## config.mk

```make
export PLATFORM = sky130hd
export DESIGN_NAME = ffjk_reg_bank_flat
export DESIGN_NICKNAME = d
export VERILOG_FILES = /design/src/rtl/ffjk_reg_bank_if.sv /design/src/rtl/ffjk_reg_bank.sv /design/src/flat_wrapper.sv
export SDC_FILE = /design/constraint.sdc
export NUM_CORES = 1
export LEC_CHECK = 0
export CAP_MARGIN = 20
export CORE_MARGIN = 4
export CORE_UTILIZATION = 30
export CTS_CLUSTER_DIAMETER = 80
export CTS_CLUSTER_SIZE = 12
export DETAILED_ROUTE_END_ITERATION = 12
export DONT_BUFFER_PORTS = 1
export PLACE_DENSITY_LB_ADDON = 0.08
export SLEW_MARGIN = 10
export SYNTH_ARGS = -nofsm -noshare
export SYNTH_HDL_FRONTEND = slang
export SYNTH_SLANG_ARGS = --single-unit
```

## constraint.sdc

```tcl
create_clock -name clk -period 2.28 [get_ports clk]
set_input_delay 0.228 -clock clk [delete_from_list [all_inputs] [get_ports clk]]
set_output_delay 0.228 -clock clk [all_outputs]
set_load 0.03 [all_outputs]
```

## src/rtl/ffjk_reg_bank_if.sv

```systemverilog
// Bus bundle for ffjk_reg_bank: control and data inputs, register state and status outputs.
// The master drives controls and data; the slave (the register bank) drives state and status.
interface ffjk_reg_bank_if #(
   parameter int WIDTH = 8
);
   logic             en;
   logic             preset;
   logic [1:0]       mode;
   logic [WIDTH-1:0] j;
   logic [WIDTH-1:0] k;
   logic [WIDTH-1:0] d;
   logic [WIDTH-1:0] Q;
   logic [WIDTH-1:0] Qn;
   logic             tc;
   logic             changed;

   modport master (
      output en, preset, mode, j, k, d,
      input  Q, Qn, tc, changed
   );

   modport slave (
      input  en, preset, mode, j, k, d,
      output Q, Qn, tc, changed
   );
endinterface

```

## src/rtl/ffjk_reg_bank.sv

```systemverilog
// WIDTH-bit JK flip-flop bank: per-bit JK, parallel load, preset and synchronous up/down count.
// Define FFJK_SATURATE_EN to make the counting modes stop at their terminal states instead of wrapping.
module ffjk_reg_bank #(
   parameter int               WIDTH     = 8,
   parameter logic [WIDTH-1:0] RESET_VAL = {WIDTH{1'b0}}
) (
   input logic            clk,
   input logic            reset,
   ffjk_reg_bank_if.slave bus
);

   localparam logic [1:0] MODE_JK   = 2'b00;
   localparam logic [1:0] MODE_LOAD = 2'b01;
   localparam logic [1:0] MODE_UP   = 2'b10;
   localparam logic [1:0] MODE_DN   = 2'b11;

   logic [WIDTH-1:0] r_q;
   logic             r_changed;

   logic [WIDTH-1:0] w_up_t;
   logic [WIDTH-1:0] w_dn_t;
   logic             w_all1;
   logic             w_all0;
   logic [WIDTH-1:0] w_jk;
   logic [WIDTH-1:0] w_mode_next;
   logic [WIDTH-1:0] w_q_next;
   logic             w_q_ones;
   logic             w_q_zero;

   assign w_q_ones = &r_q;
   assign w_q_zero = ~|r_q;

   // Toggle enables of a synchronous JK counter: bit i toggles when all lower bits are ones (up) or zeros (down).
   always_comb begin
      w_up_t = '0;
      w_dn_t = '0;
      w_all1 = 1'b1;
      w_all0 = 1'b1;
      for (int i = 0; i < WIDTH; i++) begin
         w_up_t[i] = w_all1;
         w_dn_t[i] = w_all0;
         w_all1    = w_all1 & r_q[i];
         w_all0    = w_all0 & ~r_q[i];
      end
   end

   // JK characteristic equation per bit: Q+ = J & ~Q | ~K & Q.
   assign w_jk = (bus.j & ~r_q) | (~bus.k & r_q);

   always_comb begin
      w_mode_next = r_q;
      unique case (bus.mode)
         MODE_JK:   w_mode_next = w_jk;
         MODE_LOAD: w_mode_next = bus.d;
`ifdef FFJK_SATURATE_EN
         MODE_UP:   w_mode_next = w_q_ones ? r_q : (r_q ^ w_up_t);
         MODE_DN:   w_mode_next = w_q_zero ? r_q : (r_q ^ w_dn_t);
`else
         MODE_UP:   w_mode_next = r_q ^ w_up_t;
         MODE_DN:   w_mode_next = r_q ^ w_dn_t;
`endif
         default:   w_mode_next = r_q;
      endcase
   end

   always_comb begin
      if (bus.preset) begin
         w_q_next = {WIDTH{1'b1}};
      end else if (!bus.en) begin
         w_q_next = r_q;
      end else begin
         w_q_next = w_mode_next;
      end
   end

   always_ff @(posedge clk) begin
      if (!reset) begin
         r_q       <= RESET_VAL;
         r_changed <= 1'b0;
      end else begin
         r_q       <= w_q_next;
         r_changed <= (w_q_next != r_q);
      end
   end

   assign bus.Q       = r_q;
   assign bus.Qn      = ~r_q;
   assign bus.changed = r_changed;
   assign bus.tc      = ((bus.mode == MODE_UP) && w_q_ones) ||
                        ((bus.mode == MODE_DN) && w_q_zero);

endmodule
```

## src/flat_wrapper.sv

```systemverilog
// flat-port wrapper written by rule: the top's interface ports become plain ports
module ffjk_reg_bank_flat 
#(
   parameter int               WIDTH     = 8,
   parameter logic [WIDTH-1:0] RESET_VAL = {WIDTH{1'b0}}
)
  (clk, reset, bus_en, bus_preset, bus_mode, bus_j, bus_k, bus_d, bus_Q, bus_Qn, bus_tc, bus_changed);
  ffjk_reg_bank_if #(.WIDTH(WIDTH)) bus_i ();
  input logic clk;
  input logic reset;
  input wire logic [$bits(bus_i.en)-1:0] bus_en;
  input wire logic [$bits(bus_i.preset)-1:0] bus_preset;
  input wire logic [$bits(bus_i.mode)-1:0] bus_mode;
  input wire logic [$bits(bus_i.j)-1:0] bus_j;
  input wire logic [$bits(bus_i.k)-1:0] bus_k;
  input wire logic [$bits(bus_i.d)-1:0] bus_d;
  output wire logic [$bits(bus_i.Q)-1:0] bus_Q;
  output wire logic [$bits(bus_i.Qn)-1:0] bus_Qn;
  output wire logic [$bits(bus_i.tc)-1:0] bus_tc;
  output wire logic [$bits(bus_i.changed)-1:0] bus_changed;
  assign bus_i.en = bus_en;
  assign bus_i.preset = bus_preset;
  assign bus_i.mode = bus_mode;
  assign bus_i.j = bus_j;
  assign bus_i.k = bus_k;
  assign bus_i.d = bus_d;
  assign bus_Q = bus_i.Q;
  assign bus_Qn = bus_i.Qn;
  assign bus_tc = bus_i.tc;
  assign bus_changed = bus_i.changed;
  ffjk_reg_bank #(.WIDTH(WIDTH), .RESET_VAL(RESET_VAL)) u_core (.clk(clk), .reset(reset), .bus(bus_i));
endmodule
```

# == After elaboration in Yosys (flattened, before gate mapping) ==
# Index checks and enable logic that the tools add are counted.
# Widths: inputs -> output; s select.
# word_totals
wordCells,42
inputBits,30
out_inout_bits,18
register_bits,9
# op_classes
mux,3
bitwise,26
n_eq_ne,4
reduce_logical,7
# op_table
cell,n
$pmux 8 s4,1
$and 8x8->8,2
$mux 8,2
$not 8->8,2
$xor 8x8->8,2
$and 1x1->1,12
$ne 8x8->1,1
$or 8x8->8,1
$reduce_and 8->1,1
$reduce_or 8->1,1
$not 1->1,7
$eq 2x2->1 const B,2
$eq 2x1->1 const B,1
$logic_and 1x1->1,2
$logic_not 2->1,1
$logic_not 1->1,1
$logic_or 1x1->1,1

# == Depth between registers and ports, before layout ==
# depth
ltp_word,12
ltp_mapped,8

# == Worst setup path before layout ==
# Ideal clock, no wire load.
# synth_path
path_type,register -> output
startpoint,"register u_core.r_q[1], in the netlist u_core.bus.Q[1]"
endpoint,output bus_tc
arrival_time_ns,1.928
stages_incl_launch_ff,5
setup_slack_ns,0.124
path_cell_list,dfxtp_1 > or2_1 > nor4_2 > nand2_1 > o31ai_1
# synth_via
elab_chain_len,4
# synth_rtl
element,line_no,source
start: declaration,ffjk_reg_bank.sv:17,logic [WIDTH-1:0] r_q;
start signal: assignment,ffjk_reg_bank.sv:81,r_q <= w_q_next;
$reduce_or 8->1,ffjk_reg_bank.sv:31,assign w_q_zero = ~|r_q;
$logic_not 1->1,ffjk_reg_bank.sv:31,
$logic_and 1x1->1,ffjk_reg_bank.sv:90,((bus.mode == MODE_DN) && w_q_zero);
$logic_or 1x1->1 (*),ffjk_reg_bank.sv:89,assign bus.tc = ((bus.mode == MODE_UP) && w_q_ones) ||
end: declaration,flat_wrapper.sv:19,output wire logic [$bits(bus_i.tc)-1:0] bus_tc;
# Every way passes the cells marked *; elsewhere a longest branch is shown, timed or not.

# == Final worst setup path ==
# layout_path
startpoint,"register u_core.r_q[2], in the netlist u_core.bus.Q[2]"
endpoint,output bus_tc
# The elaborated chain is that of the path after synthesis.

==> out/results.tsv <==
stage	metric	value	unit
worst_hold_path	min_delay_path_depth	1	
finish	fillCellCount	428	
synth	fraction_of_post_synthesis_cell_area_in_the_top_cell_type_by_area	15.7	%
synth	syn-cell-area	1150	µm²
setup_path	path_max_fanout	7	
power	power.combinational.fraction	39.4	%
sta	setup_viol	0	
synth	synth_area_per_cell	6.79	µm²
clocking	clock_tree.buffer_depth	2	
drt	drt-initial-drc-count	100	
global_route	grt.total_usage	16.5	%
die	dieWidth	69.8	µm
clocking	clock-sinks	9	
power	power_switching_share	39.2	%
sta	achievable-frequency	486	MHz
synth	ys_seq_area_share	15.7	%
drt	wl_per_cell	18.5	µm
synth	ys_dominant_reg_cell	sky130_fd_sc_hd__dfxtp_1	
worst_hold_path	hold_end	u_core.bus.Q[3]	
global_route	wire_length_of_the_first_global_routing_pass	6560	µm
clocking	worst_setup_hold_path_clk_slew	50	ps
drt	num_vias	1326	
die	top_level_ports	48	
power	power_switching	0.249	mW
power	leakage	0.483	nW
drt	detail_route.vias_per_cell	5.95	
flow_run	cap_violations	0	
worst_hold_path	hold_class	primary input to flip-flop	
finish	final_nets	206	
synth	synthTopCellsByArea	sky130_fd_sc_hd__dfxtp_1 16%, sky130_fd_sc_hd__a21oi_1 10%, sky130_fd_sc_hd__nand2_1 5.6%	
setup_path	cp-end-kind	primary output	
global_route	first_global_vias	1213	
sta	finClkSkew	4.10	ps
sta	layout_worst_path_cycle_share	90.2	%
finish	antenna-diode-count	0	
drt	first_pass_iters	4	
die	area_of_the_die	4880	µm²
sta	finalCriticalPeriod	2060	ps
synth	syn_inst	169	
setup_path	critPathRequiredTime	2050	ps
setup_path	timing_worst_setup_path_type	flip-flop to primary output	
power	cellPowerDensity	492	nW/µm²
die	core_area	3690	µm²
sta	max_slew_margin	69.7	%
synth	synth-seq-cells	9	
global_route	globalRouteOverflowTotal	0	
drt	final_antenna_net_count	0	
power	power_report.internal_total	0.386	mW
die	floorplan.die.height	69.8	µm
placed_design	dp_hpwl	3120	µm
finish	area_delta_synth_final	12.5	%
clocking	insertion_delay	240	ps
sta	timing.setup.tns	0	ps
global_route	grt_start_max_net_pins	29	
finish	final_layout_size_suffix_gt1_share	16.0	%
sta	worst_slew_pin_slew	447	ps
clocking	clk_root_buffer_cell	sky130_fd_sc_hd__clkbuf_8	
setup_path	reg2reg_to	u_core.bus.changed	
setup_path	worst_setup_path_start_kind	flip-flop	
placed_design	number_of_port_buffers	0	
synth	synth.net_count	199	
die	placementRows	22	
synth	synth-async-reset-ratio	0	%
power	ir_worst_vdd	0.246	mV
finish	final_util	35.0	%
clocking	cts_tree	yes	
setup_path	setup.reg_to_reg.worst_slack	380	ps
sta	hold_violations	0	
power	clkPwrFrac	30.8	%
clocking	htree_num_levels	1	
drt	post-route-drc-count	0	
synth	synth_area_leader_cell	sky130_fd_sc_hd__dfxtp_1	
setup_path	timing.rr.start	u_core.bus.Q[2]	
synth	synth_edf_count	0	
die	initial_cell_density_of_the_core	31.1	%
setup_path	worst_ep_arrival_time	1830	ps
synth	yosys_warn_count	0	
power	share_seq_of_total_power	29.7	%
outcome	outcome	complete, no violations	
sta	finalMaxSlewViolations	0	
setup_path	r2r_worst_path_depth	7	
sta	unrepaired_setup_endpoints_after_global_routing	false	
worst_hold_path	worst_hold_start	reset	
clocking	cts_setup_buffers	0	
placed_design	place.gp.congestion	0.824	
power	total_power_after_layout	0.635	mW
drt	routed_wirelength	4120	µm
clocking	post_cts_hold_buffer_count	0	
synth	synthDistinctLibCells	51	
clocking	cts-buffers-inserted	3	
clocking	cts_resized	0	
global_route	antenna_found_initial	0	
-- logic make-up after synthesis --
logic type,after synthesis,synth area share (%)
AO/OA/AOI/OAI,68,41.1
buffers and inverters,28,11.5
XOR/XNOR,1,0.763
AND/OR/NAND/NOR,57,25.5
multiplexers,6,5.45
flip-flops,9,15.7
-- registers in the layout (all words and copies together), names as in the netlist --
signal and flops:
u_core.bus.Q 8, u_core.bus.changed 1
-- how the worst max path moves through the flow --
stage | start | end | cells after the start
finish | u_core.bus.Q[2] | bus_tc | 6
global route | u_core.bus.Q[1] | bus_tc | 5
detailed placement | u_core.bus.Q[2] | u_core.bus.changed | 7
floorplan | u_core.bus.Q[1] | bus_tc | 4
CTS | u_core.bus.Q[1] | bus_tc | 5
global placement | u_core.bus.Q[2] | u_core.bus.changed | 7
-- per-stage QoR --
step	std cells	area (µm²)	worst slack (ps)	hold slack, ps
after floorplan	169	1150	124	345
after CTS	223	1290	212	97.0
after detailed placement	219	1240	426	351
after global routing	223	1290	70.5	94.9
after global placement	219	1240	422	349
final	223	1290	222	103
-- cell usage in the layout, fill, tap and decap left out, drive strengths merged, types with 4 or more instances in the layout --
cell type,n
a21oi,24
o21a,4
o21ai,7
buf,15
nor2b,4
inv,13
o31ai,4
nor4,4
nand2,17
o211ai,4
dfxtp,9
nor2,13
mux2i,4
nor3,5
-- per-layer routing --
metal | part of all wire [%] | routed length (µm) | global-route usage, % | vias up
met2 | 48 | 1970 | 26.2 | 45
met5 | 0 | 0 | 0 | -
met1 | 44 | 1810 | 22.5 | 644
li1 | - | - | - | 634
met4 | 0.24 | 10 | 1.91 | 0
met3 | 8.0 | 328 | 4.93 | 3
-- synthesized netlist by cell type (2+ instances only) --
| master | instances |
|---|---|
| sky130_fd_sc_hd__clkbuf_1 | 4 |
| sky130_fd_sc_hd__o21ai_1 | 2 |
| sky130_fd_sc_hd__o21a_1 | 4 |
| sky130_fd_sc_hd__nand2b_1 | 3 |
| sky130_fd_sc_hd__or3_1 | 2 |
| sky130_fd_sc_hd__o211ai_1 | 4 |
| sky130_fd_sc_hd__nand2_1 | 17 |
| sky130_fd_sc_hd__o31ai_1 | 4 |
| sky130_fd_sc_hd__a221oi_1 | 2 |
| sky130_fd_sc_hd__nor2_1 | 13 |
| sky130_fd_sc_hd__o22ai_1 | 2 |
| sky130_fd_sc_hd__o311ai_1 | 2 |
| sky130_fd_sc_hd__nand3_1 | 2 |
| sky130_fd_sc_hd__mux2i_1 | 4 |
| sky130_fd_sc_hd__buf_6 | 2 |
| sky130_fd_sc_hd__clkinv_1 | 2 |
| sky130_fd_sc_hd__a21o_1 | 2 |
| sky130_fd_sc_hd__inv_2 | 2 |
| sky130_fd_sc_hd__nand4_1 | 2 |
| sky130_fd_sc_hd__and2_1 | 2 |
| sky130_fd_sc_hd__buf_2 | 6 |
| sky130_fd_sc_hd__nor2b_1 | 3 |
| sky130_fd_sc_hd__dfxtp_1 | 9 |
| sky130_fd_sc_hd__nor4_1 | 3 |
| sky130_fd_sc_hd__inv_1 | 11 |
| sky130_fd_sc_hd__a21oi_1 | 24 |
| sky130_fd_sc_hd__o21ai_0 | 5 |
| sky130_fd_sc_hd__mux2_2 | 2 |
| sky130_fd_sc_hd__nor3_1 | 4 |
| sky130_fd_sc_hd__a211oi_1 | 3 |
| sky130_fd_sc_hd__a31oi_1 | 2 |
-- final cells by class --
| class | instances | area (µm²) | share of cell area, % |
|---|---|---|---|
| multi-input cells | 132 | 836 | 64.7 |
| flip-flops and latches | 9 | 180 | 14.0 |
| clock inverters | 1 | 5.00 | 0.388 |
| well taps | 48 | 60.1 | 4.65 |
| clock buffers | 3 | 41.3 | 3.20 |
| inverters | 15 | 56.3 | 4.36 |
| repair buffers | 15 | 113 | 8.72 |
-- worst max-delay path, stage by stage, from the launching register on --
cell                       delay, ps
sky130_fd_sc_hd__dfxtp_1         320
sky130_fd_sc_hd__buf_4           190
sky130_fd_sc_hd__nand3b_1        240
sky130_fd_sc_hd__nor4_2          290
sky130_fd_sc_hd__nand2_1         130
sky130_fd_sc_hd__o31ai_1         210
sky130_fd_sc_hd__buf_4           200
-- power by group through the flow --
stage | clock (mW) | combinational [mW] | sequential (mW)
2_1_floorplan | 0 | 0.187 | 0.211
3_3_place_gp | 0 | 0.252 | 0.192
3_5_place_dp | 0 | 0.250 | 0.192
4_1_cts | 0.202 | 0.251 | 0.189
5_1_grt | 0.210 | 0.272 | 0.191
6_report | 0.196 | 0.250 | 0.189
No activity file was read; power rests on OpenSTA's default activity.
